$ cat src/rtl/mem_port_arbiter.sv
// Round-robin arbiter sharing a single-port main memory between two
// picorv32-style iomem requesters, with a fixed-latency access sequencer.
module mem_port_arbiter #(
  parameter int unsigned RAM_DELAY     = 16,
  parameter logic [31:0] RAM_BASE_ADDR = 32'h4000_0000,
  parameter logic [31:0] RAM_MASK_ADDR = 32'h00ff_ffff,
  parameter int unsigned ADDR_W        = 18
) (
  input  logic              clk_i,
  input  logic              rst_n,
  input  logic              m0_valid,
  input  logic [31:0]       m0_addr,
  input  logic [31:0]       m0_wdata,
  input  logic [3:0]        m0_wstrb,
  output logic              m0_ready,
  output logic [31:0]       m0_rdata,
  input  logic              m1_valid,
  input  logic [31:0]       m1_addr,
  input  logic [31:0]       m1_wdata,
  input  logic [3:0]        m1_wstrb,
  output logic              m1_ready,
  output logic [31:0]       m1_rdata,
  output logic [ADDR_W-1:0] ram_addr,
  output logic [31:0]       ram_wdata,
  output logic [3:0]        ram_wr_strb,
  output logic              ram_rd_en,
  input  logic [31:0]       ram_rdata,
  output logic              busy_o,
  output logic              decode_err_o
);

  typedef enum logic [1:0] {StIdle, StAccess, StResp, StErr} state_e;

  localparam logic [7:0] CntInit = 8'(RAM_DELAY - 1);

  state_e      state_q;
  logic [7:0]  cnt_q;
  logic        prio_q;   // 1: m1 wins a tie on the next grant
  logic        gnt_q;    // requester owning the current access
  logic [3:0]  wstrb_q;

  logic        gnt_m1;
  logic [31:0] req_addr;
  logic [31:0] req_wdata;
  logic [3:0]  req_wstrb;
  logic        in_win;

  // Pick the requester to grant and decode its address window.
  always_comb begin
    gnt_m1 = 1'b0;
    if (m0_valid && m1_valid) begin
      gnt_m1 = prio_q;
    end else begin
      gnt_m1 = m1_valid;
    end
    req_addr  = gnt_m1 ? m1_addr  : m0_addr;
    req_wdata = gnt_m1 ? m1_wdata : m0_wdata;
    req_wstrb = gnt_m1 ? m1_wstrb : m0_wstrb;
    in_win    = (req_addr & ~RAM_MASK_ADDR) == RAM_BASE_ADDR;
  end

  // Access sequencer; every output except busy_o is a register.
  always_ff @(posedge clk_i) begin
    if (!rst_n) begin
      state_q      <= StIdle;
      cnt_q        <= '0;
      prio_q       <= 1'b0;
      gnt_q        <= 1'b0;
      wstrb_q      <= '0;
      m0_ready     <= 1'b0;
      m0_rdata     <= '0;
      m1_ready     <= 1'b0;
      m1_rdata     <= '0;
      ram_addr     <= '0;
      ram_wdata    <= '0;
      ram_wr_strb  <= '0;
      ram_rd_en    <= 1'b0;
      decode_err_o <= 1'b0;
    end else begin
      // RAM strobes are single-cycle pulses.
      ram_wr_strb <= '0;
      ram_rd_en   <= 1'b0;
      unique case (state_q)
        StIdle: begin
          if (m0_valid || m1_valid) begin
            gnt_q     <= gnt_m1;
            prio_q    <= ~gnt_m1;
            wstrb_q   <= req_wstrb;
            ram_addr  <= req_addr[ADDR_W+1:2];
            ram_wdata <= req_wdata;
            if (in_win) begin
              state_q <= StAccess;
              cnt_q   <= CntInit;
              if (req_wstrb == 4'b0000) begin
                ram_rd_en <= 1'b1;
              end else begin
                ram_wr_strb <= req_wstrb;
              end
            end else begin
              // Out-of-window: answer next cycle with zero data, no RAM strobe.
              state_q      <= StErr;
              decode_err_o <= 1'b1;
              m0_ready     <= ~gnt_m1;
              m1_ready     <= gnt_m1;
            end
          end
        end
        StAccess: begin
          if (cnt_q == 8'd0) begin
            state_q <= StResp;
            if (gnt_q) begin
              m1_ready <= 1'b1;
              m1_rdata <= (wstrb_q == 4'b0000) ? ram_rdata : 32'h0;
            end else begin
              m0_ready <= 1'b1;
              m0_rdata <= (wstrb_q == 4'b0000) ? ram_rdata : 32'h0;
            end
          end else begin
            cnt_q <= cnt_q - 8'd1;
          end
        end
        StResp, StErr: begin
          state_q  <= StIdle;
          m0_ready <= 1'b0;
          m1_ready <= 1'b0;
          m0_rdata <= '0;
          m1_rdata <= '0;
        end
      endcase
    end
  end

  assign busy_o = (state_q != StIdle);

endmodule
$ cat config.mk
export PLATFORM = sky130hd
export DESIGN_NAME = mem_port_arbiter
export DESIGN_NICKNAME = d
export VERILOG_FILES = /design/src/rtl/mem_port_arbiter.sv
export SDC_FILE = /design/constraint.sdc
export NUM_CORES = 1
export LEC_CHECK = 0
export BUFFER_PORTS_ARGS = -buffer_cell sky130_fd_sc_hd__buf_2
export CORE_MARGIN = 8
export CORE_UTILIZATION = 40
export CTS_CLUSTER_SIZE = 8
export DETAILED_ROUTE_END_ITERATION = 8
export HOLD_SLACK_MARGIN = 0.02
export PLACE_DENSITY = 0.76
export SYNTH_ARGS = -nofsm -noshare
export SYNTH_HDL_FRONTEND = slang
export SYNTH_SLANG_ARGS = --single-unit
$ cat constraint.sdc
create_clock -name clk_i -period 1.85 [get_ports clk_i]
set_input_delay 0.0925 -clock clk_i [delete_from_list [all_inputs] [get_ports clk_i]]
set_output_delay 0.0925 -clock clk_i [all_outputs]
set_load 0.02 [all_outputs]
==> results.txt <==
The flow ran to the end, but the final reports show violations. The checks that failed: DRC. The max-slew violation total from the final report was 0. The worst setup path is launched from a flop. The max-cap violation count is 0. The required time at the worst-slack endpoint is 2.13 ns. The via-per-instance ratio is 5.56. The power density normalized to cell area came out at 1280 nW/um^2. The core outline area came out at 13200 sq um. Once detailed placement completed, the half-perimeter wirelength came to 13900 um.

Sequential elements use 51.1% of the synthesized area. The via count of the first global-routing pass is 7007. The post-synthesis cell area came out at 5410 sq um. STA classifies the critical path endpoint as a flop. The count of routing violations after the opening detailed-route iteration came out at 896. Clock-pin slew was measured on the worst setup and hold paths at 0.06 ns. The peak supply drop is 0.722 mV. For this design, the slowest cell found on the critical path is a222oi_1.

The residual antenna-violating net count after detailed routing came out at 0. Setup repair after global routing left no endpoint under its margin. The initial antenna violation count is 0.

Synthesis inferred 138 register bits. The total power consumption of the routed design came out at 11.8 mW. The path class of the tightest hold or removal check is input port to flop.

The most instantiated flip-flop cell in the synthesis netlist is dfxtp_1. Yosys printed 0 warnings. The detailed router placed 6750 vias in this run. Traced cell by cell, the critical path runs through or2_1, or2_4, buf_12, a222oi_1, nor2_1. The TritonCTS buffer count is 17. The time the final worst path needs with I/O delays and setup came out at 1.83 ns. Counting every net in the synthesized netlist gives 771.

The first-pass GRT wire length is 36800 um. The pin count of the biggest net entering global routing is 85. The smallest hold slack came out at 0.163 ns. The number of endpoints failing setup at the final stage came out at 0. The floorplan step defined a die boundary enclosing 17500 sq um. The number of synthesized flops with an enable pin came out at 0.

The number of nets in the final layout is 1198. The worst setup timing slack at the placement stage came out at 0.0321 ns. The critical-path maximum fanout is 51.

The critical path is of the flop to flop type. The final clock skew is 0.0111 ns. The filler cell count came out at 948. The standby leakage power is 4.18 nW. The die outline height came out at 132 um.

In the synthesized netlist, the number of instances is 597. In the routed design, unresolved DRC markers number 10. The share of layout cells above drive strength 1 came out at 35.6%. The sink count of the clock tree is 138.

The clock insertion delay at the later pin of the skew report came out at 0.41 ns. The floorplan has 42 rows. The overall track demand over capacity in global routing is 26.0%. The fraction of registers with async set/reset came out at 0%. After detailed routing, the average wire length per cell comes to 19.8 um. The routability congestion estimate from global placement is 0.799. The relative slew slack came out at 68.0%. The detailed-router iteration count before antenna repair is 9. By area the synthesized netlist is led by dfxtp_1, a222oi_1, a21oi_1, nand3_1, nand2_1. The width of the die came out at 132 um. The post-layout instance count excluding filler cells is 1213. The H-tree level count came out at 4.

The arrival time of data at the critical path endpoint came out at 2.10 ns. The share of the cycle needed by the critical path after routing came out at 98.7%. The TritonCTS clock tree is built. The area overhead of the layout relative to synthesis came out at 70.3%. Port buffering added 282 buffers.

The peak per-stage delay on the critical path came out at 0.48 ns. The final hold violation count came out at 0. The count of placed standard cells including taps is 1038. The total overflow left after global routing is 0. After clock tree synthesis, the setup repair step added 0 buffers. No sink is reached through more buffers than the 2 on the longest clock path.

The achievable clock frequency came out at 548 MHz. The actual slew at the worst max-slew pin came out at 0.477 ns. The synthesized design spends more area on one cell type than any other, namely dfxtp_1. The number of top-level pins is 295. The mean area per synthesized cell is 9.06 sq um. The portion of synthesized cell area occupied by the leading cell type came out at 51.1%. The setup slack of the critical path after layout is 0.0241 ns.

The distinct cell type count after synthesis is 47. The antenna diode instance count came out at 0. The starting density of the core is 40.9%. The aggregate routed wire length is 24100 um. The root buffer selected by CTS is clkbuf_16.
[worst paths after layout]
| kind | end | slack, ns | startpoint | depth (start not counted) |
|---|---|---|---|---|
| worst max-delay path | ram_wdata[16] | 0.02 | state_q[1] | 5 |
| worst min-delay path | state_q[0] | 0.16 | m0_valid | 4 |
| worst max register to register | ram_wdata[16] | 0.02 | state_q[1] | 5 |
| worst min register to register | m1_rdata[22] | 0.45 | m1_rdata[22] | 2 |
[worst max-delay path: cells and delay by family (launching register included)]
kind / cells / cell delay (ns)
AOI/OAI and AO/OA: 1 / 0.48
DFF: 1 / 0.32
and+or+nand+nor: 3 / 0.67
buffers and inverters: 1 / 0.21
[stage by stage]
step | utilization (%) | cell area [sq um] | TNS, ns
2_1_floorplan | - | 5410 | -0.362
3_3_place_gp | 54.0 | 7150 | 0
3_5_place_dp | 54.0 | 7150 | 0
4_1_cts | 69.2 | 9160 | 0
5_1_grt | 69.6 | 9220 | 0
6_report | 69.6 | 9220 | 0
[state kept, by name, summed over array words and instances, names as in the netlist]
| name | flops |
|---|---|
| m0_rdata | 32 |
| m1_rdata | 32 |
| ram_wdata | 32 |
| ram_addr | 18 |
| cnt_q | 8 |
| ram_wr_strb | 4 |
| wstrb_q | 4 |
| state_q | 2 |
| decode_err_o | 1 |
| gnt_q | 1 |
| m0_ready | 1 |
| m1_ready | 1 |
| prio_q | 1 |
| ram_rd_en | 1 |
[cells in the final DEF (no fill, tap or decap), types with 2 or more instances in the layout]
| cell type | netlist | final |
|---|---|---|
| a211oi_1 | 7 | 7 |
| o211a_1 | 3 | 2 |
| nor2_4 | 2 | 2 |
| buf_4 | 6 | 20 |
| nor3_1 | 7 | 7 |
| inv_1 | 5 | 5 |
| nand2_1 | 73 | 73 |
| a222oi_1 | 50 | 50 |
| buf_12 | 0 | 13 |
| nor2b_1 | 2 | 2 |
| a21oi_1 | 72 | 72 |
| bufinv_16 | 0 | 2 |
| nor4b_1 | 2 | 2 |
| o21ai_0 | 6 | 6 |
| dfxtp_2 | 0 | 2 |
| clkbuf_1 | 27 | 2 |
| clkbuf_8 | 1 | 2 |
| dlygate4sd3_1 | 0 | 143 |
| nand3_1 | 66 | 66 |
| dfxtp_1 | 138 | 136 |
| clkbuf_16 | 0 | 17 |
| nor4_1 | 4 | 4 |
| clkinvlp_4 | 0 | 3 |
| ha_1 | 2 | 2 |
| nand2b_1 | 2 | 2 |
| a311oi_1 | 2 | 2 |
| mux2i_1 | 4 | 3 |
| nor2_1 | 71 | 71 |
| clkinv_2 | 0 | 5 |
| a21o_4 | 2 | 2 |
| a21oi_4 | 0 | 2 |
| buf_6 | 11 | 3 |
| buf_2 | 7 | 282 |
[cell type report]
type	instances	area, sq um	area share, %
multi-input combinational	400	2340	25.4
inverter	6	23.8	0.258
sequential	138	2770	30.0
clock inverter	11	120	1.30
clock buffer	21	460	5.00
timing repair buffer	461	3290	35.7
tap	176	220	2.39
[cell families (layout without fill, tap and decap cells)]
group                    after synthesis  after routing  share of synthesized area (%)
AND/OR/NAND/NOR                      241            241                           20.6
flip-flops                           138            138                           51.1
AO/OA/AOI/OAI                        152            152                           20.6
XOR/XNOR                               1              1                          0.162
adder cells (fa/ha/maj)                2              2                          0.462
multiplexers                           4              4                          0.740
buffers and inverters                 59            499                           6.41
[where the power goes]
group	switching, mW	internal (mW)
clock	1.27	2.05
combinational	2.67	1.99
sequential	0.318	3.45
[timing repair]
action                                  4_1_cts  5_1_grt
resized for setup                             0       14
hold buffers                                143        0
hold endpoints to repair                    124        0
endpoints found under the setup margin        0      101
[Yosys cell counts (all sizes together) (4+ instances only)]
master,n
dfxtp,138
a21oi,74
nor2,74
nand2,73
nand3,66
a222oi,50
clkbuf,29
buf,24
a211oi,7
nor3,7
inv,6
o21ai,6
mux2i,4
nor4,4
[per-layer routing]
metal | vias up | global-route usage (%) | share of wire, %
met5 | - | 0 | 0
met4 | 0 | 18.4 | 5.8
met3 | 97 | 9.57 | 11
met2 | 519 | 43.6 | 49
met1 | 3087 | 26.6 | 35
li1 | 3047 | - | -
Note: power is estimated with default switching activity, not from simulation.
